<file path="src/rtl/uart_cmd_decoder.sv">
`default_nettype none
// +----------------------------------------------------------------------------+
// | Module   : uart_cmd_decoder                                                |
// | Purpose  : Assembles SYNC/CMD/DATA/CHK byte frames from a UART receiver    |
// |            and issues single-cycle register write/read strobes. Frames    |
// |            with a bad checksum or an inter-byte timeout are rejected and  |
// |            counted in a saturating error counter.                         |
// | Revision : 1.0 - initial release                                           |
// +----------------------------------------------------------------------------+
module uart_cmd_decoder #(
  parameter logic [7:0]  SYNC_BYTE      = 8'hA5,
  parameter logic [15:0] TIMEOUT_CYCLES = 16'd50000
) (
  input  logic       i_Clock,
  input  logic       i_Rst_L,
  input  logic       i_RX_DV,
  input  logic [7:0] i_RX_Byte,
  output logic       o_Wr_En,
  output logic       o_Rd_En,
  output logic [6:0] o_Addr,
  output logic [7:0] o_Wr_Data,
  output logic       o_Chk_Err,
  output logic       o_Timeout_Err,
  output logic [7:0] o_Err_Count,
  output logic       o_Busy
);

  typedef enum logic [1:0] {
    WAIT_SYNC = 2'd0,
    GET_CMD   = 2'd1,
    GET_DATA  = 2'd2,
    GET_CHK   = 2'd3
  } state_t;

  state_t      r_state;
  logic [15:0] r_timer;
  logic [7:0]  r_cmd;
  logic [7:0]  r_data;

  logic        w_timeout;
  logic [7:0]  w_expected;
  logic        w_chk_ok;
  logic [7:0]  w_err_next;

  // A timeout only counts on an idle cycle; a byte arriving on the limit cycle wins
  assign w_timeout  = (r_state != WAIT_SYNC) && !i_RX_DV &&
                      (r_timer == (TIMEOUT_CYCLES - 16'd1));
  // Write frames protect CMD and DATA, read frames just repeat CMD
  assign w_expected = r_cmd[7] ? (r_cmd ^ r_data) : r_cmd;
  assign w_chk_ok   = (i_RX_Byte == w_expected);
  assign w_err_next = (o_Err_Count == 8'hFF) ? 8'hFF : (o_Err_Count + 8'd1);

  // Frame FSM, inter-byte timer and all registered outputs
  always_ff @(posedge i_Clock or negedge i_Rst_L) begin
    if (!i_Rst_L) begin
      r_state       <= WAIT_SYNC;
      r_timer       <= 16'd0;
      r_cmd         <= 8'd0;
      r_data        <= 8'd0;
      o_Wr_En       <= 1'b0;
      o_Rd_En       <= 1'b0;
      o_Addr        <= 7'd0;
      o_Wr_Data     <= 8'd0;
      o_Chk_Err     <= 1'b0;
      o_Timeout_Err <= 1'b0;
      o_Err_Count   <= 8'd0;
      o_Busy        <= 1'b0;
    end else begin
      o_Wr_En       <= 1'b0;
      o_Rd_En       <= 1'b0;
      o_Chk_Err     <= 1'b0;
      o_Timeout_Err <= 1'b0;

      if ((r_state == WAIT_SYNC) || i_RX_DV) begin
        r_timer <= 16'd0;
      end else begin
        r_timer <= r_timer + 16'd1;
      end

      if (w_timeout) begin
        r_state       <= WAIT_SYNC;
        o_Busy        <= 1'b0;
        o_Timeout_Err <= 1'b1;
        o_Err_Count   <= w_err_next;
      end else begin
        case (r_state)
          WAIT_SYNC: begin
            if (i_RX_DV && (i_RX_Byte == SYNC_BYTE)) begin
              r_state <= GET_CMD;
              o_Busy  <= 1'b1;
            end
          end
          GET_CMD: begin
            // A CMD byte equal to SYNC_BYTE is still a CMD; there is no resync
            if (i_RX_DV) begin
              r_cmd   <= i_RX_Byte;
              r_state <= i_RX_Byte[7] ? GET_DATA : GET_CHK;
            end
          end
          GET_DATA: begin
            if (i_RX_DV) begin
              r_data  <= i_RX_Byte;
              r_state <= GET_CHK;
            end
          end
          GET_CHK: begin
            if (i_RX_DV) begin
              r_state <= WAIT_SYNC;
              o_Busy  <= 1'b0;
              if (w_chk_ok) begin
                o_Addr <= r_cmd[6:0];
                if (r_cmd[7]) begin
                  o_Wr_Data <= r_data;
                  o_Wr_En   <= 1'b1;
                end else begin
                  o_Rd_En   <= 1'b1;
                end
              end else begin
                o_Chk_Err   <= 1'b1;
                o_Err_Count <= w_err_next;
              end
            end
          end
          default: begin
            r_state <= WAIT_SYNC;
            o_Busy  <= 1'b0;
          end
        endcase
      end
    end
  end

endmodule
`default_nettype wire

</file>
<file path="config.mk">
export PLATFORM = sky130hd
export DESIGN_NAME = uart_cmd_decoder
export DESIGN_NICKNAME = d
export VERILOG_FILES = /design/src/rtl/uart_cmd_decoder.sv
export SDC_FILE = /design/constraint.sdc
export NUM_CORES = 1
export LEC_CHECK = 0
export ABC_AREA = 1
export BUFFER_PORTS_ARGS = -buffer_cell sky130_fd_sc_hd__buf_2
export CAP_MARGIN = 5
export CORE_ASPECT_RATIO = 1.1
export CORE_MARGIN = 4
export CORE_UTILIZATION = 55
export DETAILED_ROUTE_END_ITERATION = 7
export PLACE_DENSITY = 0.76
export SYNTH_ARGS = -nofsm -noshare
export SYNTH_HDL_FRONTEND = slang
export SYNTH_SLANG_ARGS = --single-unit
</file>
<file path="constraint.sdc">
create_clock -name i_Clock -period 1.9 [get_ports i_Clock]
set_input_delay 0 -clock i_Clock [delete_from_list [all_inputs] [get_ports i_Clock]]
set_output_delay 0 -clock i_Clock [all_outputs]
set_load 0.02 [all_outputs]
</file>
==> impl_table.tex <==
\begin{tabular}{lr}
\hline
Metric & Value \\
\hline
\multicolumn{2}{l}{\textbf{Outcome}} \\
Run status & finished clean \\
\multicolumn{2}{l}{\textbf{GRT}} \\
Initial antenna violation count & 0 \\
Maximum number of pins on one net before global-route repair & 63 \\
Via count of the first global-routing pass & 2718 \\
First-pass GRT wire length & 12200 um \\
Total congestion overflow & 0 \\
Overall fraction of global-route tracks in use & 21.6\% \\
\multicolumn{2}{l}{\textbf{STA}} \\
Final setup vio count & 0 \\
Worst slew slack as a fraction of its limit & 63.0\% \\
Setup repair after global routing missed its margin & no \\
FMAX & between 0.5 and 0.6 GHz \\
Setup skew after layout & roughly 0.0060 ns \\
Final hold viol count & 0 \\
Final Critical Period & 1.70 ns \\
Setup tns final & 0 ns \\
Actual slew at the worst max-slew pin & $\sim$0.55 ns \\
Final max-slew violation count & 0 \\
Final period utilization & about nine tenths \\
\multicolumn{2}{l}{\textbf{Drt}} \\
Final Routed Wirelength & 7300 um \\
Length of the first detailed-routing pass in iterations & 5 \\
Number of antenna-violating nets in the routed design & 0 \\
Number of design rule violations left after detail routing & 0 \\
Wire per inst & 12.7 um \\
Total number of vias & approximately 3000 \\
Starting DRT DRC Count & 145 \\
Via/cell ratio & 5.12 \\
\multicolumn{2}{l}{\textbf{Finish}} \\
Share of the core filled with cells in the final layout & 67.3\% \\
Area of all placed cells without fillers & 3930 um2 \\
Layout cells sized above 1 & 20.8\% \\
Final net count & 512 \\
Area grow syn2layout & 17.9\% \\
Diode insertion count for antenna repair & 0 \\
\multicolumn{2}{l}{\textbf{Worst setup path}} \\
Startpoint type of the worst setup path & flip-flop \\
CP dominant cell by count & nor2\_1 \\
Signal arrival time at the worst endpoint & 1.93 ns \\
Reg-to-reg startpoint & r\_timer[0] \\
Launching element of the worst setup path & r\_timer[0] \\
Worst Setup End Kind & flip-flop \\
Reg2reg path depth & 9 \\
Crit path kind & reg -> reg \\
Ordered cell list for the critical path & nand3\_1, nor2\_1, nand2\_1, nor2\_1, nand2\_1, nor2\_1, nand2\_1, o21ai\_0, nor2\_1 \\
Critical Path RT & 2.13 ns \\
Slowest-stage cell, CP & dfrtp\_1 \\
Largest stage delay on the critical path & 0.38 ns \\
Biggest fanout along the worst timing path & 3 \\
\multicolumn{2}{l}{\textbf{Floorplan}} \\
Die Area & 7380 um2 \\
Number of top-level pins & 39 \\
Chip Width & 82.3 um \\
Vertical die dimension & 89.7 um \\
Standard-cell rows & 29 \\
Initial Utilization & 57.1\% \\
Floorplan core area & 5840 um2 \\
\multicolumn{2}{l}{\textbf{Clock tree}} \\
Buffer depth of the longest clock path & 2 \\
Clock latency at the later pin of the worst-skew pair & 0.34 ns \\
Root buffer selected by CTS & clkbuf\_8 \\
Clock transition at the registers of the reported paths & 0.07 ns \\
Clk sink count & 62 \\
CTS tree & yes \\
CTS buffer count & 9 \\
Number of levels in the clock H-tree & 3 \\
\multicolumn{2}{l}{\textbf{Place}} \\
DP HPWL & 5140 um \\
Number of I/O port buffers & 38 \\
DP Area & about 3700 um2 \\
Weighted congestion at the end of routability-driven global placement & 0.900 \\
\multicolumn{2}{l}{\textbf{Pwr}} \\
Static Leak & 2.18 nW \\
PD cells & between 1000 and 1500 nW/um2 \\
Power Total & 4.47 mW \\
Worst ir drop on vdd & around 0.84 mV \\
\multicolumn{2}{l}{\textbf{Logic synthesis}} \\
Yosys cell types & 30 \\
Post-synthesis net count & between 400 and 500 \\
Warnings, synthesis & 0 \\
Register bit count reported by yosys & 62 \\
Sequential element share of the synthesized area & 46.5\% \\
Netlist area before placement & 3340 um2 \\
Number of synthesized flops with an enable pin & 0 \\
Synth Flop Type & dfrtp\_1 \\
Number of cells produced by synthesis & 435 \\
Asr flop ratio synth & 100\% \\
Average cell area after synthesis & 7.67 um2 \\
\multicolumn{2}{l}{\textbf{Flow run}} \\
Max-Cap Viols & 0 \\
\multicolumn{2}{l}{\textbf{Worst hold path}} \\
Hold Startpoint & i\_RX\_Byte[3] \\
Number of stages on the worst hold path & 3 \\
Hold/Removal Path Class & in -> reg \\
\hline
\end{tabular}
## layout make-up
class,instances,area [um2]
clock buffer,11,141
clock inverter,5,35.0
fill,506,1910
inverter,59,221
multi-input combinational,307,1540
sequential,62,1550
tap,77,96.3
timing repair buffer,55,343
## metrics by stage
| step | hold WS (ns) | std cells | setup WS (ns) |
|---|---|---|---|
| 5_1_grt | 0.0448 | 576 | 0.0177 |
| 3_5_place_dp | 0.0342 | 552 | 0.0989 |
| 6_report | 0.0314 | 576 | 0.200 |
| 4_1_cts | 0.0203 | 573 | 0.0678 |
| 3_3_place_gp | 0.0374 | 552 | 0.181 |
| 2_1_floorplan | -0.296 | 435 | 0.233 |
## cells in the mapped netlist (2+ instances only)
cell type	instances	share of area (%)
nand2_1	142	16
dfrtp_1	62	47
inv_1	58	6.5
nand3_1	35	5.3
nor2_1	26	2.9
o21ai_0	23	3.5
nand4_1	17	3.2
a21oi_1	10	1.5
nand2_2	8	1.5
ha_1	7	2.6
o21ai_2	7	1.8
nor3_1	6	0.90
nand3_2	5	1.5
or2_2	5	0.94
clkbuf_1	4	0.45
nor2_2	4	0.75
buf_6	2	0.68
nor4_1	2	0.38
## flip-flops by register name (all words and copies together), names as in the netlist
register       cells
r_timer           16
o_Err_Count        8
o_Wr_Data          8
r_cmd              8
r_data             8
o_Addr             7
r_state            2
o_Busy             1
o_Chk_Err          1
o_Rd_En            1
o_Timeout_Err      1
o_Wr_En            1
## path summary, 6_finish.rpt
kind / slack [ns] / to
max: 0.20 / r_timer[9]
min: 0.03 / r_data[3]
max reg2reg: 0.20 / r_timer[9]
min reg2reg: 0.47 / r_timer[0]
max in group asynchronous: 1.43 / r_state[1]
min in group asynchronous: 0.19 / o_Err_Count[5]
## cells in the final DEF, fill, tap and decap left out, drive strengths merged
cell / Yosys / routed
inv: 59 / 59
nand2: 151 / 151
dlygate4sd3: 0 / 5
nor3b: 1 / 1
or2: 5 / 5
a21boi: 1 / 1
nand4: 17 / 17
o21ai: 30 / 30
nor4: 2 / 2
nand3: 40 / 40
dfrtp: 62 / 62
a21oi: 10 / 10
xnor2: 1 / 1
clkinvlp: 0 / 4
ha: 7 / 7
buf: 3 / 50
clkbuf: 4 / 11
xor2: 1 / 1
o21a: 1 / 1
and3: 1 / 1
nor3: 6 / 6
a31oi: 1 / 1
clkinv: 0 / 1
nor2: 32 / 32
## cells by family after synthesis
| family | count (synthesis) | synth area share (%) |
|---|---|---|
| compound gates | 43 | 7.43 |
| flops | 62 | 46.5 |
| fa+ha+maj | 7 | 2.63 |
| simple gates | 255 | 35.0 |
| xor+xnor | 2 | 0.525 |
| buf+inv | 66 | 7.91 |
## layer usage
metal / track usage (%) / vias to the layer above / wire [um]
li1: - / 1506 / -
met1: 30.0 / 1361 / 3400
met2: 33.3 / 71 / 3370
met3: 5.19 / 13 / 423
met4: 6.80 / 0 / 107
met5: 0 / - / 0
## worst max-delay path: cells and delay by family, from the launching register on
family	cells	cell delay [ns]
simple gates	8	1.03
compound gates	1	0.18
flops	1	0.38
## report_power, final
| group | total (mW) | internal [mW] | switching [mW] | leakage, nW |
|---|---|---|---|---|
| Sequential | 1.82 | 1.58 | 0.239 | 0.829 |
| Combinational | 1.62 | 0.599 | 1.02 | 1.28 |
| Clock | 1.03 | 0.506 | 0.528 | 0.0776 |
## timing repair
| item | CTS | global route |
|---|---|---|
| resized for setup | 0 | 6 |
| setup endpoints to repair | 0 | 3 |
| setup buffers | 0 | 3 |
| hold buffers | 5 | 0 |
| hold endpoints to repair | 69 | 0 |
Note: power is estimated with default switching activity, not from simulation.
